$ cat src/rtl/ipsxb_cmd_parser_32bit.sv
// rtl/ipsxb_cmd_parser_32bit.sv - UART byte-frame command parser driving a 32-bit register block
// Parses HDR/ADDR[/DATA3..0] frames, issues one command, returns write ack or read bytes.
module ipsxb_cmd_parser_32bit #(
   parameter logic [23:0] BYTE_TIMEOUT = 24'd500000,
   parameter logic [23:0] DONE_TIMEOUT = 24'd1000000,
   parameter logic        WR_ACK_EN    = 1'b1,
   parameter logic [7:0]  WR_ACK       = 8'h4B,
   parameter logic [7:0]  ERR_CODE     = 8'hEE
) (
   input  logic        clk,
   input  logic        rst_n,
   input  logic [7:0]  rx_data,
   input  logic        rx_valid,
   output logic [7:0]  tx_data,
   output logic        tx_valid,
   input  logic        tx_ready,
   output logic [8:0]  addr,
   output logic [31:0] data,
   output logic        we,
   output logic        cmd_en,
   input  logic        cmd_done,
   input  logic [31:0] fifo_data,
   output logic        fifo_data_valid,
   input  logic        fifo_data_req,
   output logic        frame_err,
   output logic        busy
);

   typedef enum logic [2:0] {S_HDR, S_ADDR, S_DATA, S_ISSUE, S_WAIT, S_TX} state_t;

   state_t      state_q;
   logic [23:0] timer_q, timer_d;
   logic [8:0]  addr_q;
   logic [31:0] data_q, cap_q, tx_buf_q, rd_word;
   logic        we_q, cmd_en_q, frame_err_q, cap_full_q, tx_valid_q, tx_rd_q, cap_hit;
   logic [1:0]  byte_cnt_q;
   logic [2:0]  tx_left_q;

   // One timer serves both the inter-byte and the cmd_done timeouts; it saturates.
   assign timer_d = (timer_q == 24'hFFFFFF) ? timer_q : timer_q + 24'd1;
   assign cap_hit = fifo_data_req & ~cap_full_q;
   // A capture in the same cycle as cmd_done bypasses straight into the response.
   assign rd_word = cap_full_q ? cap_q : (cap_hit ? fifo_data : {4{ERR_CODE}});

   always_ff @(posedge clk or negedge rst_n) begin
      if (!rst_n) begin
         state_q     <= S_HDR;
         timer_q     <= '0;
         addr_q      <= '0;
         data_q      <= '0;
         cap_q       <= '0;
         tx_buf_q    <= '0;
         we_q        <= 1'b0;
         cmd_en_q    <= 1'b0;
         frame_err_q <= 1'b0;
         cap_full_q  <= 1'b0;
         tx_valid_q  <= 1'b0;
         tx_rd_q     <= 1'b0;
         byte_cnt_q  <= '0;
         tx_left_q   <= '0;
      end else begin
         cmd_en_q    <= 1'b0;
         frame_err_q <= 1'b0;
         if (cap_hit) begin
            cap_q      <= fifo_data;
            cap_full_q <= 1'b1;
         end
         case (state_q)
            S_HDR: if (rx_valid) begin
               if (rx_data[7:4] == 4'hA) begin
                  we_q      <= rx_data[3];
                  addr_q[8] <= rx_data[0];
                  timer_q   <= '0;
                  state_q   <= S_ADDR;
               end else begin
                  frame_err_q <= 1'b1;
               end
            end
            S_ADDR: if (rx_valid) begin
               addr_q[7:0] <= rx_data;
               timer_q     <= '0;
               byte_cnt_q  <= '0;
               state_q     <= we_q ? S_DATA : S_ISSUE;
            end else if (timer_q >= BYTE_TIMEOUT) begin
               frame_err_q <= 1'b1;
               state_q     <= S_HDR;
            end else begin
               timer_q <= timer_d;
            end
            S_DATA: if (rx_valid) begin
               data_q     <= {data_q[23:0], rx_data};
               byte_cnt_q <= byte_cnt_q + 2'd1;
               timer_q    <= '0;
               if (byte_cnt_q == 2'd3) state_q <= S_ISSUE;
            end else if (timer_q >= BYTE_TIMEOUT) begin
               frame_err_q <= 1'b1;
               state_q     <= S_HDR;
            end else begin
               timer_q <= timer_d;
            end
            S_ISSUE: begin
               frame_err_q <= rx_valid;
               cmd_en_q    <= 1'b1;
               timer_q     <= '0;
               cap_full_q  <= 1'b0;
               state_q     <= S_WAIT;
            end
            S_WAIT: begin
               frame_err_q <= rx_valid;
               if (cmd_done) begin
                  if (we_q) begin
                     if (WR_ACK_EN) begin
                        tx_buf_q   <= {WR_ACK, 24'h0};
                        tx_left_q  <= 3'd1;
                        tx_rd_q    <= 1'b0;
                        tx_valid_q <= 1'b1;
                        state_q    <= S_TX;
                     end else begin
                        state_q <= S_HDR;
                     end
                  end else begin
                     tx_buf_q   <= rd_word;
                     tx_left_q  <= 3'd4;
                     tx_rd_q    <= 1'b1;
                     tx_valid_q <= 1'b1;
                     state_q    <= S_TX;
                  end
               end else if (timer_q >= DONE_TIMEOUT) begin
                  tx_buf_q   <= {ERR_CODE, 24'h0};
                  tx_left_q  <= 3'd1;
                  tx_rd_q    <= 1'b0;
                  tx_valid_q <= 1'b1;
                  state_q    <= S_TX;
               end else begin
                  timer_q <= timer_d;
               end
            end
            S_TX: begin
               frame_err_q <= rx_valid;
               if (tx_valid_q && tx_ready) begin
                  tx_buf_q  <= {tx_buf_q[23:0], 8'h00};
                  tx_left_q <= tx_left_q - 3'd1;
                  if (tx_left_q == 3'd1) begin
                     tx_valid_q <= 1'b0;
                     state_q    <= S_HDR;
                     if (tx_rd_q) cap_full_q <= 1'b0;
                  end
               end
            end
            default: state_q <= S_HDR;
         endcase
      end
   end

   assign tx_data         = tx_buf_q[31:24];
   assign tx_valid        = tx_valid_q;
   assign addr            = addr_q;
   assign data            = data_q;
   assign we              = we_q;
   assign cmd_en          = cmd_en_q;
   assign frame_err       = frame_err_q;
   assign fifo_data_valid = ~cap_full_q;
   assign busy            = (state_q != S_HDR);

endmodule

$ cat config.mk
export PLATFORM = sky130hd
export DESIGN_NAME = ipsxb_cmd_parser_32bit
export DESIGN_NICKNAME = d
export VERILOG_FILES = /design/src/rtl/ipsxb_cmd_parser_32bit.sv
export SDC_FILE = /design/constraint.sdc
export NUM_CORES = 1
export LEC_CHECK = 0
export BUFFER_PORTS_ARGS = -buffer_cell sky130_fd_sc_hd__buf_2
export CELL_PAD_IN_SITES_DETAIL_PLACEMENT = 0
export CELL_PAD_IN_SITES_GLOBAL_PLACEMENT = 1
export CORE_ASPECT_RATIO = 0.9
export CORE_MARGIN = 2
export CORE_UTILIZATION = 42
export CTS_CLUSTER_SIZE = 12
export DETAILED_ROUTE_END_ITERATION = 7
export PLACE_DENSITY = 0.87
export RECOVER_POWER = 50
export SYNTH_ARGS = -nofsm -noshare
export SYNTH_HDL_FRONTEND = slang
export SYNTH_SLANG_ARGS = --single-unit
export TNS_END_PERCENT = 50
$ cat constraint.sdc
create_clock -name clk -period 4.75 [get_ports clk]
set_clock_uncertainty 0.1 [all_clocks]
set_input_delay 0.95 -clock clk [delete_from_list [all_inputs] [get_ports clk]]
set_output_delay 0.95 -clock clk [all_outputs]
set_load 0.02 [all_outputs]
* Yosys cells after proc, flatten, opt, wreduce, memory -nomap -nowiden *
Index checks and enable logic that the tools add are counted.

word-level totals
  register bits = 143
  input port bits = 46
  output and inout bits = 55
  word-level logic and storage cells = 114

cells by class
  $add $sub $neg = 3
  magnitude comparators = 2
  eq/ne operators = 20
  mux-type cells = 54
  bitwise gates (word level) = 2
  reduce and logical (&&, ||, !) cells = 18

operators with widths
  operator                                               count
  2-to-1 mux 32 bit                                      6
  2-to-1 mux 24 bit                                      7
  one-hot mux 24 bit (4 select lines)                    1
  one-hot mux 32 bit (2 select lines)                    1
  2-to-1 mux 3 bit                                       14
  adder 24 x 1 -> 24 bit, second input constant          1
  equality test 24 bit, second input constant            1
  >= comparator 24 x 19 -> 1 bit, second input constant  1
  >= comparator 24 x 20 -> 1 bit, second input constant  1
  one-hot mux 3 bit (6 select lines)                     1
  2-to-1 mux 1 bit                                       17
  inequality test 2 bit, second input constant           8
  AND reduction 6 bit                                    2
  inequality test 3 bit, second input constant           3
  AND reduction 3 bit                                    3
  equality test 3 x 1 -> 1 bit, second input constant    2
  equality test 3 x 2 -> 1 bit, second input constant    2
  equality test 3 bit, second input constant             2
  one-hot mux 3 bit (2 select lines)                     1
  AND reduction 2 bit                                    3
  nonzero test 2 bit                                     3
  equality test 4 bit, second input constant             1
  2-to-1 mux 2 bit                                       2
  one-hot mux 1 bit (2 select lines)                     2
  other kinds (14)                                       14

* Logic depth before layout (Yosys ltp) *
Gate-level depths: netlist of run 1.

  depth after elaboration = 7
  depth in mapped cells = 9
  depth with buffers taken out = 7

* Least setup slack after synthesis of run 1 *
No wires, ideal clock.

  kind = input port to flip-flop
  start = in rx_valid
  end = reg timer_q[11]
  setup time = 83 ps
  data arrival time = 2615 ps
  required time = 4567 ps
  slack = 1952 ps
  stages = 8
  buffers on the path = 2
  cells stage by stage = clkbuf_1 -> nor2b_1 -> a22oi_1 -> a21o_1 -> a211o_1 -> buf_2 -> or4_1 -> o21ai_0

between the ends
  word-level cells in the longest chain between the ends = 2
  elaborated cells on any way between the ends = 5
  classes of those cells = eq/ne: 2; mux: 2; reduce/logical: 1

ends and longest elaborated chain
  what                                                                                         RTL line  RTL
  from (decl)                                                                                  13        input logic rx_valid,
  inequality test 3 bit (no source line) (tied with other cells)                               --
  AND reduction 6 bit (no source line) or one-hot mux 24 bit (4 select lines) (tied branches)  --
  to (signal assigned)                                                                         88        timer_q <= timer_d;
  to (signal assigned)                                                                         99        timer_q <= timer_d;
  to (signal assigned)                                                                         135       timer_q <= timer_d;
  to (decl)                                                                                    32        logic [23:0] timer_q, timer_d;

Parallel ways exist; a longest one is shown, timed or not.
A chain may end at the register's enable or synchronous reset.

* Worst setup path in the final report of run 1 *
  start = reg state_q[0]
  end = reg tx_left_q[2]

between the ends
  word-level cells in the longest chain between the ends = 3
  elaborated cells on any way between the ends = 7
  classes of those cells = eq/ne: 4; mux: 1; reduce/logical: 2

ends and longest elaborated chain
  what                                                            RTL line  RTL
  from (decl)                                                     31        state_t state_q;
  from (signal assigned)                                          83        state_q <= we_q ? S_DATA : S_ISSUE;
  equality test 3 bit                                             68        case (state_q)
  inequality test 3 bit (no source line) (tied with other cells)  --
  AND reduction 3 bit (no source line)                            --
  to (signal assigned)                                            142       tx_left_q <= tx_left_q - 3'd1;
  to (decl)                                                       37        logic [2:0] tx_left_q;

Parallel ways exist; a longest one is shown, timed or not.

==> results of run 1 <==
-- registers in the layout (all words and copies together), names as in the netlist --
| signal | cells |
|---|---|
| frame_err | 1 |
| we | 1 |
| tx_rd_q | 1 |
| cmd_en | 1 |
| data | 32 |
| byte_cnt_q | 2 |
| cap_full_q | 1 |
| addr | 9 |
| tx_valid | 1 |
| tx_buf_q | 32 |
| cap_q | 32 |
| tx_left_q | 3 |
| state_q | 3 |
| timer_q | 24 |
-- layer usage --
layer  up-vias  wire length (um)  GRT usage, %
met5         -                 0             0
met4         0               156          4.23
met3        13               983          6.11
met2       139              7060          30.1
met1      2532              6880          24.5
li1       2496                 -             -
-- per-stage QoR --
step                setup WS, ps  std cells  cell area (um2)  util [%]  power (mW)
finish                      1280        955             7690      50.0        5.14
global route                 811        955             7690      50.0        5.50
CTS                         1690        955             7730      50.3        5.21
detailed placement          1550        924             7170      46.6        3.93
global placement            1690        924             7170      46.6        3.83
floorplan                   1950        664             6570         -        3.38
-- cell usage in the layout, fill, tap and decap left out, types with 5 or more instances in the layout --
master and instances:
nand2_1 145, dfrtp_1 143, buf_2 77, nor2_1 55
mux2_2 46, o21ai_0 29, a21oi_1 25, clkbuf_1 25
o221ai_1 18, clkbuf_16 17, a31oi_1 13, or3_1 12
nand3_1 10, o22ai_1 10, inv_1 9, and2_1 8
nand4_1 8, or4_1 7, nor3_1 6, a22o_1 6
a221oi_1 6, o31ai_1 6, inv_6 6, buf_4 6
nor2b_1 5, a22oi_1 5, ha_1 5
-- power by group through the flow --
stage                     Clock (mW)  Sequential, mW  Combinational, mW
final                           1.27            2.02               1.85
after floorplan                    0            2.15               1.22
after CTS                       1.29            2.02               1.90
after detailed placement           0            2.04               1.89
after global routing            1.35            2.09               2.06
after global placement             0            2.01               1.82
-- worst max path at each step --
stage / from / depth (start not counted) / endpoint
finish: state_q[0] / 7 / tx_left_q[2]
global route: rst_n / 2 / tx_buf_q[31]
CTS: cap_full_q / 3 / fifo_data_valid
detailed placement: rx_valid / 7 / timer_q[6]
global placement: rx_data[6] / 7 / timer_q[13]
floorplan: rx_valid / 8 / timer_q[11]
-- Yosys cell counts, types with 2 or more instances --
| library cell | instances | share of area [%] |
|---|---|---|
| nand3_1 | 10 | 0.76 |
| and2_1 | 8 | 0.76 |
| o211ai_1 | 3 | 0.34 |
| a22oi_1 | 5 | 0.57 |
| o22ai_1 | 10 | 0.95 |
| o31ai_1 | 6 | 0.69 |
| ha_1 | 5 | 0.95 |
| mux2_2 | 46 | 7.9 |
| nor3_1 | 6 | 0.46 |
| buf_4 | 9 | 1.0 |
| and3_1 | 2 | 0.19 |
| nor2b_1 | 6 | 0.57 |
| or3_1 | 12 | 1.1 |
| a21o_1 | 2 | 0.23 |
| dfrtp_1 | 143 | 54 |
| nor2_1 | 55 | 3.1 |
| o21ai_1 | 2 | 0.15 |
| inv_1 | 9 | 0.51 |
| clkbuf_1 | 31 | 1.8 |
| or4_1 | 7 | 0.80 |
| buf_2 | 6 | 0.46 |
| o21a_1 | 3 | 0.34 |
| a211o_1 | 2 | 0.27 |
| buf_1 | 5 | 0.29 |
| nand4_1 | 8 | 0.76 |
| a22o_1 | 6 | 0.80 |
| a31oi_1 | 13 | 1.2 |
| o221ai_1 | 18 | 2.4 |
| o21ai_0 | 29 | 2.2 |
| a21oi_1 | 25 | 1.9 |
| nand2_1 | 145 | 8.3 |
| a221oi_1 | 6 | 0.80 |
-- worst max-delay path, cell delays in order (launching register included) --
cell and delay [ps]:
dfrtp_1 530, nor2b_1 400, and2_0 180, clkbuf_1 730, nand3_1 250, a21bo_2 790, o21ai_0 190, o2bb2ai_1 160
-- cells by family (layout without fill, tap and decap cells) --
group	after synthesis	after routing	synth area share (%)
and+or+nand+nor	266	266	17.8
DFF	143	143	54.4
AOI/OAI and AO/OA	141	141	14.5
buffers and inverters	61	150	4.11
muxes	47	47	8.03
adders and majority gates	5	5	0.952
xor gates and xnor gates	1	1	0.133
-- layout make-up --
class / instances / area, um2
fillers: 1464 / 7700
flip-flops and latches: 143 / 3580
well taps: 202 / 253
clock inverters: 12 / 123
repair buffers: 109 / 531
clock buffers: 19 / 443
multi-input cells: 460 / 2730
inverters: 10 / 37.5
==> results.py, run 1 <==
metrics = {
    "layout": {
        "drive_gt1_share_pct": 22.4,
        "final_nets": 792,
        "n_antenna_cell": 0,
        "area.growth.synth_to_final_pct": 17.0,
    },
    "cts": {
        "cts_buffers": 17,
        "cts_hold_buffers": 0,
        "cts_tree": "yes",
        "h-tree-depth": 4,
        "cts_resized": 0,
        "clkTransAtPathRegs_ps": 60,
        "post_cts_buffers": 0,
        "clock_sinks": 143,
        "clockBufferDepth": 2,
        "clk_latency_ps": 410,
        "cts_root_buffer": "clkbuf_16",
    },
    "die": {
        "start_util_pct": 42.7,
        "rows": 43,
        "die_w_um": 136,
        "core_um2": 15400,
        "die_y_um": 123,
        "dieArea_um2": 16700,
        "pin_count": 101,
    },
    "placed_design": {
        "routabilityCongestion": 0.830,
        "place.detailed.hpwl_mm": 10.4,
        "port_buffers": 100,
    },
    "power": {
        "netSwitchingFraction_pct": 38.9,
        "p_switching_mw": 2.00,
        "power_frac_seq_pct": 39.3,
        "max-vdd-ir-drop_uv": 307,
        "p_per_area_nw_per_um2": 669,
        "combPwrFrac_pct": 36.0,
        "p_int_mw": 3.14,
        "p_leak_nw": 3.51,
        "p_clk_share_pct": 24.6,
    },
    "global_route": {
        "grt_first_pass_wirelength_mm": 24.5,
        "grt_usage_pct": 18.6,
        "grt-ovfl-total": 0,
        "grt_pass1_vias": 4975,
        "grt_max_degree": 86,
        "antenna_found_initial": 0,
    },
    "synth": {
        "synth_area_um2": 6570,
        "synth_area_per_cell_um2": 9.90,
        "synth-warning-count": 0,
        "synth-edff-count": 0,
        "synth_ff_type": "dfrtp_1",
        "synthArstFlopShare_pct": 100,
        "yosys_register_bits": 143,
        "synth_cell_types": 53,
        "syn_nets": 715,
        "synth_cells": 664,
        "ys_seq_area_share_pct": 54.4,
    },
    "route": {
        "routed_wirelength_mm": 15.1,
        "drt_iter0_drc": 342,
        "ant_nets": 0,
        "dr.pass1.iters": 4,
        "via_per_inst": 5.42,
        "drc_errors": 0,
        "dr_total_vias": 5180,
        "wire_per_inst_um": 15.8,
    },
    "outcome": {
        "status": "finished, violations left",
        "violations": "max-capacitance violations, max-slew violations",
    },
    "timing": {
        "hold_viol_final": 0,
        "tns_ps": 0,
        "tightest_slew_ps": 2140,
        "finalSetupViolations": 0,
        "period_minus_slack_ps": 3470,
        "slew_violations": 86,
        "hold_ws_ps": 377,
        "grt_setup_unrepaired": "false",
        "maxSlewHeadroom_pct": -42.5,
        "min_period_over_period_pct": 73.1,
        "fmax_mhz": 288,
    },
    "critical_path": {
        "reg2reg_from": "state_q[0]",
        "r2r_cells": 7,
        "startpoint_type": "register",
        "cp.arrival_ps": 3660,
        "path_class": "register to register",
        "rrSetupSlack_ps": 1280,
        "cp_max_fo": 45,
        "cp-end-kind": "register",
        "r2r_end": "tx_left_q[2]",
        "cp.required_ps": 4940,
    },
    "hold_path": {
        "whs_path_depth": 2,
        "holdPathEnd": "cap_q[19]",
        "hold_path_class": "register to register",
        "worstHoldStart": "cap_q[19]",
    },
    "run": {
        "cap_violations": 1,
    },
}
No activity file was read; power rests on OpenSTA's default activity.
==> run 2: changes to the inputs <==
ABC_AREA = 1   (was default)
PLACE_DENSITY = 0.89   (was 0.87)
clock period = 3.4 ns   (was 4.75 ns; I/O delays follow)
==> results.py, run 2 <==
metrics = {
    "outcome": {
        "status": "finished, violations left",
        "violations": "max-capacitance violations, max-slew violations",
    },
    "synth": {
        "synth-simple-area-share_pct": 26.1,
        "synthAdderAreaFrac_pct": 0.855,
        "synthTopCellsByArea": "dfrtp_1 (49%), nand2_1 (16%), o21ai_0 (4.6%)",
        "synth.most_common_cell": "nand2_1",
        "synth_area_um2": 7320,
        "synth_cell_types": 31,
        "synth_top_family_by_area": "simple AND/OR/NAND/NOR gates",
        "synth_ff_type": "dfrtp_1",
        "ys_seq_area_share_pct": 48.9,
        "yosys_register_bits": 143,
        "synth.area.mux_share_pct": 1.23,
        "synthArstFlopShare_pct": 100,
        "synth-warning-count": 0,
        "synth_area_per_cell_um2": 7.69,
        "synth-edff-count": 0,
        "syn_nets": 1003,
        "synth_top_cell_by_area": "dfrtp_1",
        "synth_compound_area_share_pct": 13.0,
        "yosys.area.top_type_share_pct": 48.9,
        "synth_xor_area_share_pct": 1.08,
        "ys_top_cells_by_count": "nand2_1 (316), dfrtp_1 (143), inv_1 (80), nor2_1 (80), o21ai_0 (67)",
        "synth_cells": 952,
    },
    "cts": {
        "clkTransAtPathRegs_ps": 60,
        "cts_tree": "yes",
        "cts_root_buffer": "clkbuf_16",
        "post_cts_buffers": 0,
        "cts_resized": 0,
        "cts_hold_buffers": 0,
        "h-tree-depth": 4,
        "clockBufferDepth": 2,
        "cts_buffers": 17,
        "clock_sinks": 143,
        "clk_latency_ps": 430,
    },
    "die": {
        "die_y_um": 129,
        "dieArea_um2": 18500,
        "core_um2": 16900,
        "start_util_pct": 43.2,
        "rows": 45,
        "pin_count": 101,
        "die_w_um": 143,
    },
    "timing": {
        "tightest_slew_ps": 1840,
        "maxSlewHeadroom_pct": -22.6,
        "hold_viol_final": 0,
        "finalWorstSetupSlack_ps": 809,
        "min_period_over_period_pct": 76.2,
        "slew_violations": 74,
        "fmax_mhz": 386,
        "tns_ps": 0,
        "period_minus_slack_ps": 2590,
        "finalSetupViolations": 0,
        "grt_setup_unrepaired": "false",
    },
    "layout": {
        "area.growth.synth_to_final_pct": 16.0,
        "n_antenna_cell": 0,
        "stdcell_count": 1276,
        "layout_commonest_cell": "nand2_1",
        "drive_gt1_share_pct": 16.6,
        "nFillCells": 1643,
        "seq_area_um2": 3580,
        "final_nets": 1079,
        "final_cell_mix": "nand2_1 (316), dfrtp_1 (143), buf_2 (99)",
        "multi_input_area_um2": 3100,
    },
    "critical_path": {
        "path_class": "input pin to asynchronous set/reset pin",
        "rrSetupSlack_ps": 930,
        "slowest_delay_ps": 1260,
        "worstPathCellList": "clkbuf_2 -> clkbuf_4",
        "path_buf_inv": 2,
        "critical_path.slowest_cell": "clkbuf_2",
        "startpoint_type": "input pin",
        "reg2reg_from": "state_q[1]",
        "cp_max_fo": 73,
        "r2r_cells": 10,
        "cp.arrival_ps": 2950,
        "r2r_end": "tx_buf_q[13]",
        "crit_family": "buffers and inverters",
        "cp.required_ps": 3760,
        "cp-end-kind": "asynchronous set/reset pin",
    },
    "hold_path": {
        "hold_path_class": "input pin to register",
        "whs_path_depth": 3,
        "worstHoldStart": "fifo_data[25]",
        "holdPathEnd": "cap_q[25]",
    },
    "power": {
        "p_switching_mw": 3.14,
        "p_int_mw": 4.34,
        "netSwitchingFraction_pct": 42.0,
        "power_frac_seq_pct": 35.9,
        "p_leak_nw": 4.38,
        "p_per_area_nw_per_um2": 880,
        "max-vdd-ir-drop_uv": 587,
        "combPwrFrac_pct": 38.1,
        "p_clk_share_pct": 26.0,
    },
    "route": {
        "via_per_inst": 4.80,
        "drc_errors": 0,
        "ant_nets": 0,
        "routed_wirelength_mm": 17.3,
        "dr_total_vias": 6129,
        "dr.pass1.iters": 4,
        "drt_iter0_drc": 430,
        "wire_per_inst_um": 13.5,
    },
    "global_route": {
        "grt_max_degree": 74,
        "antenna_found_initial": 0,
        "grt_usage_pct": 20.2,
        "grt_first_pass_wirelength_mm": 29.5,
        "grt_pass1_vias": 5782,
        "grt-ovfl-total": 0,
    },
    "placed_design": {
        "pre_cts_slack_ps": 961,
        "place.detailed.hpwl_mm": 11.7,
        "placed_cells": 1244,
        "port_buffers": 100,
        "routabilityCongestion": 0.848,
    },
    "run": {
        "cap_violations": 1,
    },
}
[run 2: how the worst max path moves through the flow]
| stage | startpoint | to | slack (ps) | cells past startpoint |
|---|---|---|---|---|
| 2_1_floorplan | rx_data[6] | timer_q[1] | 1600 | 10 |
| 3_3_place_gp | cmd_done | tx_buf_q[11] | 1000 | 7 |
| 3_5_place_dp | cmd_done | tx_buf_q[23] | 960 | 8 |
| 4_1_cts | state_q[1] | tx_buf_q[13] | 950 | 10 |
| 5_1_grt | rst_n | cap_q[0] | 350 | 2 |
| 6_report | rst_n | cap_q[0] | 810 | 2 |
[run 2: final cells by class]
class                           instances  share of cell area [%]
Sequential cell                       143                    42.1
Multi-Input combinational cell        669                    36.5
Timing Repair Buffer                  110                    6.85
Clock buffer                           17                    5.01
Inverter                               87                    3.85
Tap cell                              235                    3.46
Clock inverter                         15                    2.24
[run 2: logic make-up (layout without fill, tap and decap cells)]
family	count (synthesis)	count (layout)
flip-flops	143	143
AND/OR/NAND/NOR	471	471
AO/OA/AOI/OAI	176	176
XOR/XNOR	9	9
buffers and inverters	140	229
adder cells (fa/ha/maj)	5	5
multiplexers	8	8
[run 2: routing by layer]
layer	vias to the layer above	routed length, um	GRT usage [%]
met3	21	898	4.66
met4	0	195	5.30
met5	-	0	0
met1	2780	8460	28.8
met2	142	7740	31.1
li1	3186	-	-
[run 2: through the flow]
step	power (mW)	instance area, um2	utilization (%)	hold WS [ps]
after floorplan	4.84	7320	-	284
after global placement	5.51	7900	46.6	362
after detailed placement	5.57	7900	46.6	369
after CTS	7.55	8520	50.3	191
after global routing	8.06	8490	50.1	392
final	7.47	8490	50.1	374
[run 2: power by group through the flow]
stage / clock, mW / sequential [mW] / combinational [mW]
detailed placement: 0 / 2.70 / 2.87
global placement: 0 / 2.69 / 2.82
global route: 2.05 / 2.76 / 3.24
finish: 1.94 / 2.68 / 2.85
CTS: 1.98 / 2.69 / 2.88
floorplan: 0 / 2.91 / 1.93
